**config.mk**
```make
export PLATFORM = sky130hd
export DESIGN_NAME = time_display_scan_57
export DESIGN_NICKNAME = d
export VERILOG_FILES = /design/src/rtl/time_display_scan_57.sv
export SDC_FILE = /design/constraint.sdc
export NUM_CORES = 1
export LEC_CHECK = 0
export ABC_CLOCK_PERIOD_IN_PS = 6350
export BUFFER_PORTS_ARGS = -buffer_cell sky130_fd_sc_hd__buf_4
export CAP_MARGIN = 20
export CORE_AREA = 2 2 71 107
export CTS_BUF_LIST = sky130_fd_sc_hd__clkbuf_4
export DETAILED_ROUTE_END_ITERATION = 6
export DIE_AREA = 0 0 73 109
export PLACE_DENSITY = 0.73
export SETUP_SLACK_MARGIN = 0.15
export SKIP_CTS_REPAIR_TIMING = 1
export SLEW_MARGIN = 15
export SYNTH_ARGS = -nofsm -noshare
export SYNTH_HDL_FRONTEND = slang
export SYNTH_SLANG_ARGS = --single-unit
```
**constraint.sdc**
```tcl
create_clock -name clk_50m_57 -period 6.35 [get_ports clk_50m_57]
set_input_delay 0.3175 -clock clk_50m_57 [delete_from_list [all_inputs] [get_ports clk_50m_57]]
set_output_delay 0.3175 -clock clk_50m_57 [all_outputs]
set_load 0.02 [all_outputs]
```
**src/rtl/time_display_scan_57.sv**
```systemverilog
// HH-MM-SS multiplexer for an 8-digit common-anode 7-segment display. Optional macro DISPLAY_BLINK_EN blinks the field under correction.
// Latency: seg_57/dig_57 are registered and change 1 cycle after each scan tick. Inputs are snapshotted once per frame.
// Backpressure: none. The block free-runs and ignores mid-frame input changes until the next frame wrap.
module time_display_scan_57 #(
    parameter int SCAN_DIV  = 50000,
    parameter int BLINK_DIV = 25000000
) (
    input  logic       clk_50m_57,
    input  logic       rst_57,
    input  logic [6:0] sec_57,
    input  logic [6:0] min_57,
    input  logic [6:0] hour_57,
    input  logic [2:0] select_57,
    input  logic       correct_e_57,
    output logic [7:0] seg_57,
    output logic [7:0] dig_57
);
    localparam int PW = (SCAN_DIV > 2) ? $clog2(SCAN_DIV) : 1;

    localparam logic [7:0] SEG_DASH  = 8'hBF;
    localparam logic [7:0] SEG_BLANK = 8'hFF;

    logic [PW-1:0] psc;
    logic          tick;
    logic [2:0]    idx;

    logic [6:0] snap_sec, snap_min, snap_hour;
    logic [2:0] snap_sel;
    logic       snap_ce;

    logic [7:0] next_seg;

    function automatic logic [3:0] tens_of(input logic [6:0] v);
        if (v >= 7'd90)      return 4'd9;
        else if (v >= 7'd80) return 4'd8;
        else if (v >= 7'd70) return 4'd7;
        else if (v >= 7'd60) return 4'd6;
        else if (v >= 7'd50) return 4'd5;
        else if (v >= 7'd40) return 4'd4;
        else if (v >= 7'd30) return 4'd3;
        else if (v >= 7'd20) return 4'd2;
        else if (v >= 7'd10) return 4'd1;
        else                 return 4'd0;
    endfunction

    function automatic logic [3:0] units_of(input logic [6:0] v);
        logic [6:0] u;
        u = v - (7'(tens_of(v)) * 7'd10);
        return u[3:0];
    endfunction

    function automatic logic [7:0] enc(input logic [3:0] d);
        case (d)
            4'd0:    return 8'hC0;
            4'd1:    return 8'hF9;
            4'd2:    return 8'hA4;
            4'd3:    return 8'hB0;
            4'd4:    return 8'h99;
            4'd5:    return 8'h92;
            4'd6:    return 8'h82;
            4'd7:    return 8'hF8;
            4'd8:    return 8'h80;
            4'd9:    return 8'h90;
            default: return SEG_BLANK;
        endcase
    endfunction

    assign tick = (psc == PW'(SCAN_DIV - 1));

    always_ff @(posedge clk_50m_57 or posedge rst_57) begin
        if (rst_57) begin
            psc <= '0;
            idx <= '0;
        end else if (tick) begin
            psc <= '0;
            idx <= idx + 3'd1;
        end else begin
            psc <= psc + PW'(1);
        end
    end

    // idx points at the digit the next tick drives, so the 7->0 wrap and the
    // snapshot share one edge and digit 0 always sees the fresh frame.
    always_ff @(posedge clk_50m_57 or posedge rst_57) begin
        if (rst_57) begin
            snap_sec  <= '0;
            snap_min  <= '0;
            snap_hour <= '0;
            snap_sel  <= '0;
            snap_ce   <= 1'b0;
        end else if (tick && idx == 3'd7) begin
            snap_sec  <= sec_57;
            snap_min  <= min_57;
            snap_hour <= hour_57;
            snap_sel  <= select_57;
            snap_ce   <= correct_e_57;
        end
    end

`ifdef DISPLAY_BLINK_EN
    localparam int BW = (BLINK_DIV > 2) ? $clog2(BLINK_DIV) : 1;
    logic [BW-1:0] blink_cnt;
    logic          phase;

    always_ff @(posedge clk_50m_57 or posedge rst_57) begin
        if (rst_57) begin
            blink_cnt <= '0;
            phase     <= 1'b0;
        end else if (!snap_ce) begin
            blink_cnt <= '0;
            phase     <= 1'b0;
        end else if (blink_cnt == BW'(BLINK_DIV - 1)) begin
            blink_cnt <= '0;
            phase     <= ~phase;
        end else begin
            blink_cnt <= blink_cnt + BW'(1);
        end
    end
`endif

    always_comb begin
        logic [6:0] val;
        logic       bad;
        logic [2:0] mask;
        logic       is_dash;
        logic       is_units;
        logic       sel_hit;
        logic [7:0] digit_seg;

        val      = snap_sec;
        bad      = 1'b0;
        mask     = 3'b000;
        is_dash  = 1'b0;
        is_units = idx[0] ^ (idx >= 3'd3) ^ (idx >= 3'd6);
        case (idx)
            3'd0, 3'd1: begin val = snap_hour; bad = (snap_hour > 7'd23); mask = 3'b100; end
            3'd3, 3'd4: begin val = snap_min;  bad = (snap_min  > 7'd59); mask = 3'b010; end
            3'd6, 3'd7: begin val = snap_sec;  bad = (snap_sec  > 7'd59); mask = 3'b001; end
            default:    is_dash = 1'b1;
        endcase

        if (is_dash || bad)
            digit_seg = SEG_DASH;
        else if (is_units)
            digit_seg = enc(units_of(val));
        else
            digit_seg = enc(tens_of(val));

        sel_hit = snap_ce && !is_dash && (snap_sel == mask) &&
                  (snap_sel == 3'b001 || snap_sel == 3'b010 || snap_sel == 3'b100);

`ifdef DISPLAY_BLINK_EN
        next_seg = (sel_hit && phase) ? SEG_BLANK : digit_seg;
`else
        next_seg = (sel_hit && is_units) ? (digit_seg & 8'h7F) : digit_seg;
`endif
    end

    always_ff @(posedge clk_50m_57 or posedge rst_57) begin
        if (rst_57) begin
            seg_57 <= SEG_BLANK;
            dig_57 <= 8'hFF;
        end else if (tick) begin
            seg_57 <= next_seg;
            dig_57 <= ~(8'd1 << idx);
        end
    end

endmodule
```
==> After elaboration in Yosys (flattened, before gate mapping) <==
Memory sizes are Yosys's and may differ from the RTL's.
Index checks and enable logic that the tools add are counted.
{ "word_totals": {"register_bits": 60, "romBits": 224, "in_bits": 27, "output_inout_bits": 16, "memories": 2} }
{ "memory_table": {"columns": ["name", "depth", "width", "rd", "rd_ports_with_merged_regs", "write_ports", "line_no", "source"], "rows": [
  ["(name not given)", 16, 7, 1, 0, 0, "53", "case (d)"],
  ["(name not given)", 16, 7, 1, 0, 0, "53", null]
]} }
{ "op_classes": {"add_sub_neg": 3, "n_mul": 1, "order_cmp": 14, "n_eq_ne": 10, "shift": 1, "mux": 21, "bitwise_logic": 3, "reduce_logical": 13} }
{ "op_table": {"columns": ["op", "count"], "rows": [
  ["two-way mux 4 bit", 11],
  ["two-way mux 8 bit", 3],
  ["greater-or-equal comparator 7 x 6 -> 1 bit, second input constant", 3],
  ["greater-or-equal comparator 7 bit, second input constant", 3],
  ["adder 16 x 1 -> 16 bit, second input constant", 1],
  ["== test 16 bit, second input constant", 1],
  ["two-way mux 16 bit", 1],
  ["greater-or-equal comparator 7 x 5 -> 1 bit, second input constant", 2],
  ["> comparator 7 x 6 -> 1 bit, second input constant", 2],
  ["case mux 7 bit (2 select lines)", 1],
  ["== test 3 bit, second input constant", 4],
  ["case mux 3 bit (3 select lines)", 1],
  ["NOT 8 bit", 1],
  ["left shift 1 x 3 -> 8 bit, first input constant", 1],
  ["greater-or-equal comparator 7 x 4 -> 1 bit, second input constant", 1],
  ["> comparator 7 x 5 -> 1 bit, second input constant", 1],
  ["== test 3 x 1 -> 1 bit, second input constant", 2],
  ["== test 3 x 2 -> 1 bit, second input constant", 2],
  ["OR reduction 2 bit", 3],
  ["OR reduction 6 bit", 1],
  ["logical AND 1 bit", 5],
  ["multiplier 4 x 3 -> 3 bit, second input constant", 1],
  ["subtractor 4 bit", 1],
  ["adder 3 x 1 -> 3 bit, second input constant", 1],
  ["9 further kinds", 13]
]} }

==> Longest topological paths before layout <==
Gate-level depths: netlist (run 1).
An unclocked memory read counts as a cell.
{ "logic_depth": {"ltp_word": 21, "ltp_mapped": 18} }

==> Worst setup path before layout (run 1) <==
OpenSTA, ideal clock, no wires.
{ "synth_timing": {"kind": "register to register", "start": "reg idx[0]", "end": "reg seg_57[6]", "setup_ns": 0.091, "t_arrival_ns": 4.009, "required_ns": 6.259, "slack_ns": 2.251, "path_stages_with_launch": 19, "n_path_buf": 3, "period_less_slack_ns": 4.099, "path_cell_list": "dfrtp_1 -> inv_1 -> ha_1 -> buf_6 -> o21ba_2 -> buf_6 -> a221oi_1 -> or2_1 -> buf_6 -> xnor2_1 -> a211oi_1 -> a41o_4 -> ha_1 -> inv_1 -> fa_1 -> xnor2_2 -> xor2_4 -> a311o_1 -> o31ai_1"} }
{ "synth_via": {"elab_chain_len": 21, "word_cells_on_any_way": 47, "cone_classes": "add/sub (1); mul (1); order compare (11); eq/ne (5); mux (19); bitwise (2); reduce/logical (6); memory (2)"} }
{ "synth_rtl": {"columns": ["item", "line_no", "source"], "rows": [
  ["start: declaration", "25", "logic [2:0] idx;"],
  ["start signal: assignment", "76", "idx <= idx + 3'd1;"],
  ["== test 3 x 2 -> 1 bit (tied with other cells)", "135", "case (idx)"],
  ["OR reduction 2 bit (on tied branches)", null, null],
  ["case mux 7 bit (2 select lines)", "135", null],
  ["greater-or-equal comparator 7 x 4 -> 1 bit", "42", "else if (v >= 7'd10) return 4'd1;"],
  ["two-way mux 1 bit", "42", null],
  ["two-way mux 2 bit", "41", "else if (v >= 7'd20) return 4'd2;"],
  ["two-way mux 4 bit", "40", "else if (v >= 7'd30) return 4'd3;"],
  ["two-way mux 4 bit", "39", "else if (v >= 7'd40) return 4'd4;"],
  ["[... 5 more ...]", null, null],
  ["two-way mux 4 bit", "144", "else if (is_units)"],
  ["two-way mux 4 bit", "142", "if (is_dash || bad)"],
  ["multiplier 4 x 3 -> 3 bit", "48", "u = v - (7'(tens_of(v)) * 7'd10);"],
  ["subtractor 4 bit", "48", null],
  ["memory (16 x 7 bit)", null, null],
  ["two-way mux 8 bit", "144", null],
  ["two-way mux 8 bit *", "142", null],
  ["two-way mux 8 bit *", "155", "next_seg = (sel_hit && is_units) ? (digit_seg & 8'h7F) : digit_seg;"],
  ["end signal: assignment", "164", "seg_57 <= next_seg;"],
  ["end: declaration", "15", "output logic [7:0] seg_57,"]
]} }
Every way passes the cells marked *; elsewhere a longest branch is shown, timed or not. The select of a mux whose other input is x is not followed.
A chain may end at the register's enable or synchronous reset.

==> Worst setup path after layout (run 1) <==
{ "layout_timing": {"start": "reg idx[0]", "end": "reg seg_57[4]"} }
Same word-level chain as after synthesis.

==> impl_metrics.json, run 1 <==
{
  "status": "complete, no violations",
  "worstSetupPathType": "reg -> reg",
  "h-tree-depth": 3,
  "clkLatencyLatePin_ns": 0.40,
  "nFillCells": 623,
  "die_x_microns": 73,
  "cts_tree": "done",
  "max_freq_mhz": 217,
  "ant_nets": 0,
  "r2r_cells": 15,
  "power.density_mw_per_mm2": 198,
  "swShare_pct": 25.5,
  "syn_inst": 355,
  "setup_violations": 0,
  "p_clk_share_pct": 37.0,
  "critPathMaxFanout": 11,
  "net-switching-power_uw": 209,
  "tightest_slew_ns": 0.979,
  "ys.flop_type": "dfrtp_1",
  "synth_edf_count": 0,
  "synthTopCellsByCount": "dfrtp_1, nor2_1, mux2_2",
  "syn_to_final_growth_pct": 13.0,
  "dp_hpwl_microns": 5560,
  "period_share_pct": 72.6,
  "fin_cells": 480,
  "critPathArrivalTime_ns": 4.92,
  "rsz0062_at_grt": "no",
  "slew_viol_final": 0,
  "ys_async_sr_fraction_pct": 100,
  "cts.sinks": 60,
  "drv_cap": 0,
  "critical_path.cell_chain": "inv_1 -> ha_1 -> mux2_4 -> a221oi_1 -> or2_1 -> xnor2_1 -> a211oi_1 -> a41o_4 -> ha_1 -> inv_1 -> fa_1 -> xnor2_2 -> xor2_4 -> mux2i_1 -> o32ai_2",
  "dieArea_sq_mm": 0.00796,
  "slew_headroom_pct": 34.6,
  "yosys-top-cells-area": "dfrtp_1, dfstp_2, mux2_2",
  "drtIter0Drc": 118,
  "power.internal_uw": 613,
  "peakVddDrop_mv": 0.149,
  "grt_pass1_wl_microns": 12700,
  "drc": 0,
  "drtPass1Iterations": 4,
  "critPathLaunchType": "register",
  "viasPerCell": 5.81,
  "grt_pass1_vias": 2796,
  "dr_total_vias": 2791,
  "clockBufferDepth": 2,
  "setup_tns_ns": 0,
  "hold_viol": 0,
  "critPathCaptureType": "register",
  "overflow": 0,
  "synthesis.nets": 402,
  "core_sq_mm": 0.00708,
  "critPathRequiredTime_ns": 6.66,
  "synth_cell_types": 63,
  "ys_warn_count": 0,
  "gp_congestion": 0.853,
  "portBuffers": 42,
  "die_y_microns": 109,
  "dp.cells": 463,
  "numCtsBuffers": 9,
  "p_leak_uw": 0.00182,
  "io_pins": 43,
  "wirelength_microns": 7440,
  "antenna_found_initial": 0,
  "fin_util_pct": 58.7,
  "ys_seq_area_share_pct": 41.3,
  "num-nets-final": 442,
  "initial_utilization_pct": 51.9,
  "min_period_ns": 4.61,
  "grt_max_degree": 61,
  "rows": 38,
  "hp-class": "in -> async",
  "drive_above_1_share_pct": 31.0,
  "clkTransAtPathRegs_ns": 0.10,
  "n_antenna_cell": 0,
  "yosys.cell_count.top_type": "dfrtp_1",
  "avgSynthCellArea_sq_um": 10.4,
  "slowest_delay_ns": 0.46,
  "total_power_uw": 822,
  "synth_top_area_share_pct": 29.9,
  "p_comb_share_pct": 14.7,
  "crit_slowest_cell": "a221oi_1",
  "syn_area_sq_mm": 0.00368,
  "grt_usage_pct": 20.5,
  "fin_worst_skew_ns": 0.0120,
  "seqPwrFrac_pct": 48.4,
  "post_drt_wl_per_cell_microns": 15.5,
  "yosysTopAreaCell": "dfrtp_1",
  "clockRootBuffer": "clkbuf_4",
  "ys_ff_latch": 60
}
-- worst max-delay path, delay by kind of cell, from the launching register on --
kind | cells | cell delay (ns)
AO/OA/AOI/OAI | 4 | 1.39
XOR/XNOR | 3 | 0.75
adder cells (fa/ha/maj) | 3 | 0.91
buffers and inverters | 2 | 0.21
flip-flops | 1 | 0.45
multiplexers | 2 | 0.50
AND/OR/NAND/NOR | 1 | 0.31
-- per-layer routing --
layer  global-route usage [%]  part of all wire, %
met1                     24.7                   42
met2                     35.5                   53
met3                     4.81                  3.3
met4                     7.01                  1.5
met5                        0                    0
-- through the flow --
step	setup slack [ns]	area (sq um)	hold WS (ns)
2_1_floorplan	2.25	3680	0.425
3_3_place_gp	2.02	3990	0.437
3_5_place_dp	1.80	3990	0.447
4_1_cts	1.75	4150	0.110
5_1_grt	1.34	4160	0.102
6_report	1.74	4160	0.115
-- cell type report --
| class | count | area, sq um | area share (%) |
|---|---|---|---|
| tap | 80 | 100 | 2.41 |
| clock buffer | 11 | 82.6 | 1.99 |
| multi-input combinational | 264 | 1980 | 47.7 |
| clock inverter | 5 | 76.3 | 1.84 |
| timing repair buffer | 45 | 338 | 8.13 |
| inverter | 15 | 56.3 | 1.35 |
| sequential | 60 | 1520 | 36.6 |
-- kinds of logic after synthesis --
logic type               count (synthesis)  synth area share, %
XOR/XNOR                                19                 5.44
AO/OA/AOI/OAI                           89                 17.7
AND/OR/NAND/NOR                        102                 13.5
multiplexers                            34                 10.3
flip-flops                              60                 41.3
buffers and inverters                   31                 4.76
adder cells (fa/ha/maj)                 20                 7.00
-- final timing paths --
path | endpoint | slack (ns) | from
worst max register to register | seg_57[4] | 1.74 | idx[0]
worst min-delay path | snap_sel[0] | 0.11 | rst_57
max in group asynchronous | snap_sec[6] | 5.73 | rst_57
worst min register to register | seg_57[7] | 0.46 | seg_57[7]
min in group clk_50m_57 | snap_hour[0] | 0.14 | hour_57[0]
worst max-delay path | seg_57[4] | 1.74 | idx[0]
-- cell usage in the layout (no fill, tap or decap), drive strengths merged, types with 2 or more instances in the layout --
master	instances
buf	45
dfrtp	44
nor2	38
mux2	28
o21ai	25
ha	19
nand2	18
dfstp	16
inv	15
a21oi	13
clkbuf	11
nand3	10
a31oi	10
xnor2	10
xor2	9
nor3	7
and3	7
mux2i	6
o221ai	5
a211oi	4
nand2b	4
o22ai	4
a221oi	4
a22oi	3
nor3b	3
o31ai	3
or2	3
nor4	2
o21ba	2
and2	2
nor2b	2
or3	2
a311o	2
bufinv	2
a221o	2
clkinv	2
-- power by group through the flow --
stage	clock (uW)	sequential, uW	combinational (uW)
2_1_floorplan	0	402	91.2
3_5_place_dp	0	404	121
3_3_place_gp	0	404	118
4_1_cts	314	397	121
6_report	304	398	120
5_1_grt	330	399	134
-- state kept, by name, summed over array words and instances, names as in the netlist, 3 cells and up --
name and cells:
snap_sel 3, dig_57 8, snap_min 7, seg_57 8, snap_sec 7, idx 3, snap_hour 7, psc 16
Note: power is estimated with default switching activity, not from simulation.
==> run 2: changes to the inputs <==
--- a/config.mk
+++ b/config.mk
@@ -5,14 +5,15 @@
 export SDC_FILE = /design/constraint.sdc
 export NUM_CORES = 1
 export LEC_CHECK = 0
-export ABC_CLOCK_PERIOD_IN_PS = 6350
+export ABC_AREA = 1
+export ABC_CLOCK_PERIOD_IN_PS = 4050
 export BUFFER_PORTS_ARGS = -buffer_cell sky130_fd_sc_hd__buf_4
 export CAP_MARGIN = 20
 export CORE_AREA = 2 2 71 107
 export CTS_BUF_LIST = sky130_fd_sc_hd__clkbuf_4
 export DETAILED_ROUTE_END_ITERATION = 6
 export DIE_AREA = 0 0 73 109
-export PLACE_DENSITY = 0.73
+export PLACE_DENSITY = 0.76
 export SETUP_SLACK_MARGIN = 0.15
 export SKIP_CTS_REPAIR_TIMING = 1
 export SLEW_MARGIN = 15
==> constraint.sdc (replaced) <==
create_clock -name clk_50m_57 -period 4.05 [get_ports clk_50m_57]
set_input_delay 0.2025 -clock clk_50m_57 [delete_from_list [all_inputs] [get_ports clk_50m_57]]
set_output_delay 0.2025 -clock clk_50m_57 [all_outputs]
set_load 0.02 [all_outputs]
==> run 2 against run 1 <==
  * The run now ends with negative hold slack left
  * Utilization grew 5.6 points
  * Synthesized cell count grew 40%
  * Setup slack lost 1.3 ns
  * Clock skew grew 0.0059 ns
  * Combinational power shrank 60%
  * First-iteration DRC count grew 41%
==> impl_metrics.json, run 2 <==
{
  "initial_utilization_pct": 52.2,
  "drive_above_1_share_pct": 22.6,
  "reg.largest.list": "psc: 16 flops, dig_57: 8 flops, seg_57: 8 flops",
  "ys.flop_type": "dfrtp_1",
  "clkTransAtPathRegs_ns": 0.11,
  "grt_pass1_wl_microns": 13800,
  "tightest_slew_ns": 0.739,
  "crit_slowest_cell": "fa_2",
  "avgSynthCellArea_sq_um": 7.42,
  "dieArea_sq_mm": 0.00796,
  "clockRootBuffer": "clkbuf_4",
  "synth_cell_types": 35,
  "grt_pass1_vias": 3214,
  "n_antenna_cell": 0,
  "drc": 0,
  "ys_async_sr_fraction_pct": 100,
  "dp_hpwl_microns": 6060,
  "rows": 38,
  "final_common_cell": "nand2_1",
  "setup_slack_ns": 0.481,
  "overflow": 0,
  "clockBufferDepth": 2,
  "num-nets-final": 618,
  "status": "complete, but fails checks",
  "top_register": "psc",
  "slew_viol_final": 0,
  "h-tree-depth": 3,
  "slowest_delay_ns": 0.61,
  "setup_violations": 0,
  "critPathMaxFanout": 6,
  "hp-class": "in -> async",
  "io_pins": 43,
  "synthesis.nets": 545,
  "post_drt_wl_per_cell_microns": 12.5,
  "syn_to_final_growth_pct": 23.2,
  "critPathCaptureType": "register",
  "peakVddDrop_mv": 0.207,
  "fin_cells": 656,
  "dp.cells": 614,
  "max_freq_mhz": 280,
  "preCtsSetupSlack_ns": 0.189,
  "grt_max_degree": 61,
  "clkLatencyLatePin_ns": 0.44,
  "die_y_microns": 109,
  "synthTopCellsByCount": "nand2_1, inv_1, nor2_1",
  "min_period_ns": 3.57,
  "power.density_mw_per_mm2": 250,
  "drtIter0Drc": 166,
  "yosys.cell_count.top_type": "nand2_1",
  "cpMostUsedCell": "nand2_1",
  "dr_total_vias": 3290,
  "viasPerCell": 5.02,
  "drv_cap": 0,
  "portBuffers": 42,
  "critPathArrivalTime_ns": 3.94,
  "grt_usage_pct": 22.5,
  "synth_edf_count": 0,
  "cts_tree": "done",
  "syn_area_sq_mm": 0.00370,
  "layout_common_cells": "nand2_1, inv_1, buf_4",
  "critPathRequiredTime_ns": 4.42,
  "rsz0062_at_grt": "no",
  "hold_viol": 42,
  "ys_seq_area_share_pct": 41.2,
  "ys_ff_latch": 60,
  "ant_nets": 0,
  "setup_tns_ns": 0,
  "numCtsBuffers": 9,
  "critPathLaunchType": "register",
  "fin_hold_ws_ns": -0.0409,
  "fin_worst_skew_ns": 0.0179,
  "synth_top_area_share_pct": 29.8,
  "critPathTopFamily": "simple AND/OR/NAND/NOR gates",
  "fin_util_pct": 64.3,
  "largest_reg_flops": 16,
  "period_share_pct": 88.1,
  "core_sq_mm": 0.00708,
  "cts.sinks": 60,
  "antenna_found_initial": 0,
  "yosysTopAreaCell": "dfrtp_1",
  "p_leak_uw": 0.00229,
  "drtPass1Iterations": 4,
  "die_x_microns": 73,
  "syn_inst": 498,
  "gp_congestion": 0.901,
  "slew_headroom_pct": 50.7,
  "worstSetupPathType": "reg -> reg",
  "cp_num_buf_inv": 4,
  "yosys-top-cells-area": "dfrtp_1, nand2_1, dfstp_2",
  "ys_warn_count": 0,
  "failed_checks": "negative hold slack",
  "wirelength_microns": 8230
}
-- run 2: report_power, final --
group | switching (uW) | total (uW) | leakage [uW] | internal, uW
Combinational | 18.6 | 48.6 | 0.00158 | 30.0
Clock | 236 | 492 | 0.0000826 | 257
Sequential | 0 | 600 | 0.000631 | 600
Total | 254 | 1140 | 0.00229 | 886
-- run 2: per-stage QoR --
step | cell area [sq um] | hold slack (ns) | power (uW)
final | 4550 | -0.0409 | 1140
after global routing | 4550 | 0.0133 | 1180
after CTS | 4260 | -0.0515 | 1130
after detailed placement | 4100 | 0.408 | 642
after global placement | 4100 | 0.403 | 641
after floorplan | 3700 | 0.319 | 619
-- run 2: metal layers --
layer  part of all wire [%]  vias to the layer above  global-route usage (%)
met3                    2.9                       22                    5.45
met4                    3.5                        0                    11.8
met1                     39                     1504                    24.4
met2                     54                       53                    39.5
met5                      0                        -                       0
li1                       -                     1711                       -
-- run 2: cell type report --
type	instances	area, sq um
clock buffer	10	75.1
fill	631	2530
sequential	60	1520
clock inverter	6	88.8
tap	80	100
timing repair buffer	72	596
multi-input combinational	357	1890
inverter	71	282
-- run 2: cell families after synthesis --
logic type                 count (synthesis)  share of synthesized area [%]
adders and majority gates                 20                           6.97
AOI/OAI and AO/OA                         62                           9.48
xor gates and xnor gates                   5                           1.19
and+or+nand+nor                          270                           32.4
buffers and inverters                     81                           8.77
DFF                                       60                           41.2
-- run 2: path summary, 6_finish.rpt --
kind | startpoint | end | slack, ns | depth (start not counted)
setup / recovery | idx[1] | seg_57[2] | 0.48 | 25
hold / removal | rst_57 | psc[9] | -0.04 | 3
setup reg to reg | idx[1] | seg_57[2] | 0.48 | 25
hold reg to reg | psc[0] | psc[0] | 0.48 | 1
max in group asynchronous | rst_57 | idx[0] | 3.56 | 3
min in group clk_50m_57 | sec_57[5] | snap_sec[5] | -0.02 | 3
-- run 2: worst min-delay path: stages --
cell and delay (ns):
buf_4 0.11, inv_2 0.03, buf_4 0.57
